**config.mk**
```make
export PLATFORM = sky130hd
export DESIGN_NAME = cnv_bin_bcd_w
export DESIGN_NICKNAME = d
export VERILOG_FILES = /design/src/rtl/cnv_bin_bcd_w_pkg.sv /design/src/rtl/cnv_bin_bcd_w_digit.sv /design/src/rtl/cnv_bin_bcd_w.sv
export SDC_FILE = /design/constraint.sdc
export NUM_CORES = 1
export LEC_CHECK = 0
export ABC_AREA = 1
export BUFFER_PORTS_ARGS = -buffer_cell sky130_fd_sc_hd__clkbuf_2
export CORE_MARGIN = 3
export CORE_UTILIZATION = 35
export CTS_CLUSTER_DIAMETER = 40
export DETAILED_ROUTE_END_ITERATION = 16
export GPL_TIMING_DRIVEN = 0
export PLACE_DENSITY_LB_ADDON = 0.25
export SYNTH_ARGS = -nofsm -noshare
export SYNTH_HDL_FRONTEND = slang
export SYNTH_HIERARCHICAL = 1
export SYNTH_SLANG_ARGS = --single-unit
```
**constraint.sdc**
```tcl
create_clock -name i_clk -period 2.5 [get_ports i_clk]
set_clock_uncertainty 0.2 [all_clocks]
set_input_delay 0.5 -clock i_clk [delete_from_list [all_inputs] [get_ports i_clk]]
set_output_delay 0.5 -clock i_clk [all_outputs]
set_load 0.05 [all_outputs]
```
**src/rtl/cnv_bin_bcd_w_pkg.sv**
```systemverilog
// Shared types and constants for the sequential binary-to-BCD converter.
// Imported by the converter top and its dabble cell.
package pkg_cnv;

  typedef enum logic [0:0] {
    IDLE  = 1'b0,
    SHIFT = 1'b1
  } e_cnv_state;

  localparam logic [3:0] c_bcd_nine = 4'd9;

  // Largest value representable with n decimal digits (10^n - 1).
  function automatic logic [31:0] f_dec_max(input int n);
    logic [31:0] p;
    p = 32'd1;
    for (int i = 0; i < n; i++) begin
      p = p * 32'd10;
    end
    return p - 32'd1;
  endfunction

endpackage

```
**src/rtl/cnv_bin_bcd_w_digit.sv**
```systemverilog
// Combinational double-dabble cell: a BCD nibble of 5 or more gets +3
// before the shift, so that the shift carries it into the next digit.
module cnv_bcd_dabble_digit
  import pkg_cnv::*;
(
  input  logic [3:0] i_digit,
  output logic [3:0] o_digit
);

  // Add-3 correction ahead of the left shift.
  always_comb begin
    o_digit = i_digit;
    if (i_digit >= 4'd5) begin
      o_digit = i_digit + 4'd3;
    end else begin
      o_digit = i_digit;
    end
  end

endmodule

```
**src/rtl/cnv_bin_bcd_w.sv**
```systemverilog
// Sequential binary-to-BCD converter, one shift-and-add-3 step per clock.
// Results saturate to all 9s and are held until the next completed conversion.
module cnv_bin_bcd_w
  import pkg_cnv::*;
#(
  parameter int p_width     = 4,
  parameter int p_bin_width = 14
) (
  input  logic                   i_clk,
  input  logic                   i_rst_n,
  input  logic                   i_start,
  input  logic [p_bin_width-1:0] i_bin,
  output logic                   o_busy,
  output logic                   o_valid,
  output logic                   o_ovf,
  output logic [3:0]             o_bcd [p_width-1:0]
);

  localparam int c_cnt_w = $clog2(p_bin_width + 1);
  localparam int c_bcd_w = 4 * p_width;
  localparam int c_all_w = c_bcd_w + p_bin_width;
  localparam logic [p_bin_width-1:0] c_dec_max = p_bin_width'(f_dec_max(p_width));

  e_cnv_state           state_r;
  e_cnv_state           state_nxt_s;
  logic [c_cnt_w-1:0]   cnt_r;
  logic [c_bcd_w-1:0]   bcd_r;
  logic [p_bin_width-1:0] bin_r;
  logic                 ovf_q_r;
  logic [c_bcd_w-1:0]   adj_s;
  logic [c_all_w-1:0]   shift_all_s;
  logic [c_bcd_w-1:0]   bcd_shift_s;
  logic [p_bin_width-1:0] bin_shift_s;
  logic                 load_s;
  logic                 done_s;

  for (genvar g = 0; g < p_width; g++) begin : g_dig
    cnv_bcd_dabble_digit u_dig (
      .i_digit (bcd_r[4*g +: 4]),
      .o_digit (adj_s[4*g +: 4])
    );
  end

  // Corrected digits and binary shift left together; the top carry falls off.
  always_comb begin
    shift_all_s = {adj_s, bin_r} << 1;
    bcd_shift_s = shift_all_s[c_all_w-1:p_bin_width];
    bin_shift_s = shift_all_s[p_bin_width-1:0];
  end

  // Next-state decode: accept in IDLE, finish when the last shift is taken.
  always_comb begin
    state_nxt_s = state_r;
    load_s      = 1'b0;
    done_s      = 1'b0;
    case (state_r)
      IDLE: begin
        if (i_start) begin
          state_nxt_s = SHIFT;
          load_s      = 1'b1;
        end else begin
          state_nxt_s = IDLE;
        end
      end
      SHIFT: begin
        if (cnt_r == c_cnt_w'(1)) begin
          state_nxt_s = IDLE;
          done_s      = 1'b1;
        end else begin
          state_nxt_s = SHIFT;
        end
      end
      default: state_nxt_s = IDLE;
    endcase
  end

  // State register.
  always_ff @(posedge i_clk) begin
    if (!i_rst_n) begin
      state_r <= IDLE;
    end else begin
      state_r <= state_nxt_s;
    end
  end

  // Shift register, bit counter and overflow latch.
  always_ff @(posedge i_clk) begin
    if (!i_rst_n) begin
      cnt_r   <= '0;
      bcd_r   <= '0;
      bin_r   <= '0;
      ovf_q_r <= 1'b0;
    end else if (load_s) begin
      cnt_r   <= c_cnt_w'(p_bin_width);
      bcd_r   <= '0;
      bin_r   <= i_bin;
      ovf_q_r <= (i_bin > c_dec_max);
    end else if (state_r == SHIFT) begin
      cnt_r   <= cnt_r - c_cnt_w'(1);
      bcd_r   <= bcd_shift_s;
      bin_r   <= bin_shift_s;
    end
  end

  // Output registers; digits and overflow only move on completion.
  always_ff @(posedge i_clk) begin
    if (!i_rst_n) begin
      o_busy  <= 1'b0;
      o_valid <= 1'b0;
      o_ovf   <= 1'b0;
      for (int i = 0; i < p_width; i++) begin
        o_bcd[i] <= 4'd0;
      end
    end else begin
      o_busy  <= (state_nxt_s == SHIFT);
      o_valid <= done_s;
      if (done_s) begin
        o_ovf <= ovf_q_r;
        for (int i = 0; i < p_width; i++) begin
          o_bcd[i] <= ovf_q_r ? c_bcd_nine : bcd_shift_s[4*i +: 4];
        end
      end
    end
  end

endmodule

```
==> reports/metrics.cfg <==
[routing]
via_count = 2529
wire_per_inst_um = 12.0
finalWirelength_um = 6580
drt.antenna.violating_nets = 0
drc_errors = 0
detailedRoute.firstIterationViolations = 132
drt-pass1-iter-count = 4
post_drt_via_cell_ratio = 4.61

[clocking]
h-tree-depth = 2
cts_tree = built
cts_hold_repair.buffers = 0
root_buffer = sky130_fd_sc_hd__clkbuf_8
cts_setup_buffers = 0
number_of_cts_inserted_buffers = 5
clkLatencyLatePin_ns = 0.32
clock_tree.buffer_depth = 2
ctsResizeCount = 0
clock_sinks = 54
path_clk_slew_ns = 0.11

[setup_path]
worst-path-max-fanout = 5
setup.worst_path.class = flop to flop
critPathCaptureType = flop
timing.critical_path.from_type = flop
cp.required_ns = 2.51
crit_path_cell_trace = inv_1 -> ha_1 -> nor2_4 -> nor2_1 -> or2_2 -> nand3_1 -> nand2_1
slowest_stage = sky130_fd_sc_hd__dfxtp_1
max_stage_delay_on_crit_path_ns = 0.44
cp_data_arrival_time_ns = 1.77

[status]
run_status = finished, final reports clean

[placement]
gp_congestion = 0.738
count_of_placed_standard_cells_including_taps = 540
hpwl_reported_at_the_end_of_detailed_placement_um = 4820
postPlaceCellArea_um2 = 3170
portBuffers = 34
place_ws_ns = 0.756

[finish]
final_core_utilization = 0.415
postLayoutCellArea_um2 = 3260
layout.nets = 472
final_cells = 548
area.growth.synth_to_final_pct = 13.7
layout-drive-gt1-share = 0.220
antenna-diode-count = 0

[timing]
hold_slack_ns = 0.223
fin_crit_sh = 0.706
slew_at_the_pin_with_the_worst_max_slew_slack_ns = 0.309
timing.final.setup_violations = 0
final-hold-violation-count = 0
grt_setup_unrepaired = no
finalMaxSlewViolations = 0
period_needed_ns = 1.76
max_freq_ghz = 0.567
final_critical_path_setup_slack_ns = 0.735
final.setup.tns_ns = 0
max-slew-margin-rel = 0.793

[synth]
synth_area_per_cell_um2 = 7.10
synthesis.yosys.warnings = 6
synth.cell_area_um2 = 2870
syn_inst = 404
syn_nets = 431

[worst_hold_path]
timing.hold.worst.class = input port to flop

[power]
vdd_ir_drop_max_mv = 0.333
static_leakage_power_nw = 1.52
power_density_nw_per_um2 = 491
total_power_mw = 1.60

[flow_run]
drv_cap = 0

[grt]
grt_antenna_before_repair = 0
first_pass_grt_wire_length_um = 11000
globalRouteOverflowTotal = 0
grt_pass1_vias = 2269
globalRouteTotalUtil = 0.153
grt_start_max_net_pins = 19

[floorplan]
fp.dieH_um = 96.5
starting_utilization_of_the_core_area = 0.365
core_area_um2 = 7850
floorplan.io_pins = 36
floorplan.rows = 32
fp.dieArea_um2 = 9320
die_w_um = 96.5

[state kept, by name, summed over array words and instances (netlist names)]
signal / count
bcd_r: 16
o_bcd: 16
bin_r: 14
cnt_r: 4
o_busy: 1
o_ovf: 1
o_valid: 1
ovf_q_r: 1
[final timing paths]
path | depth (start not counted) | slack, ns | end | start
max reg2reg | 7 | 0.74 | o_bcd[3] | bcd_r[0]
max | 7 | 0.74 | o_bcd[3] | bcd_r[0]
min reg2reg | 2 | 0.27 | o_bcd[2] | o_bcd[2]
min | 3 | 0.22 | bin_r[0] | i_bin[0]
[layout by cell type (no fill, tap or decap), types with 9 or more instances in the layout]
master / n
sky130_fd_sc_hd__dfxtp_1: 54
sky130_fd_sc_hd__nor2_1: 22
sky130_fd_sc_hd__clkbuf_2: 34
sky130_fd_sc_hd__nand3_1: 42
sky130_fd_sc_hd__o21ai_0: 10
sky130_fd_sc_hd__nand2_1: 148
sky130_fd_sc_hd__nor2_4: 9
sky130_fd_sc_hd__ha_1: 10
sky130_fd_sc_hd__a21oi_1: 20
sky130_fd_sc_hd__inv_1: 32
sky130_fd_sc_hd__buf_2: 11
[routing by layer]
| metal | routed length [µm] | global-route usage |
|---|---|---|
| met3 | 293 | 0.0325 |
| met4 | 42 | 0.0327 |
| met2 | 3030 | 0.235 |
| met5 | 0 | 0 |
| met1 | 3220 | 0.221 |
[report_power, final]
group / total [mW] / switching [mW] / internal [mW]
sequential: 0.898 / 0.0145 / 0.883
combinational: 0.192 / 0.127 / 0.0651
clock: 0.511 / 0.308 / 0.203
total: 1.60 / 0.450 / 1.15
[final cells by class]
cell class | count | area [µm²]
inverters | 40 | 158
well taps | 102 | 128
clock inverters | 3 | 25.0
flip-flops and latches | 54 | 1080
clock buffers | 5 | 68.8
repair buffers | 34 | 170
plain buffers | 17 | 119
multi-input cells | 293 | 1510
fillers | 878 | 4590
[worst max-delay path, delay by kind of cell, from the launching register on]
family	cells	cell delay, ns
AND/OR/NAND/NOR	5	0.67
buffers and inverters	1	0.10
adder cells (fa/ha/maj)	1	0.26
flip-flops	1	0.44
Power figures use the tool's default switching activity.
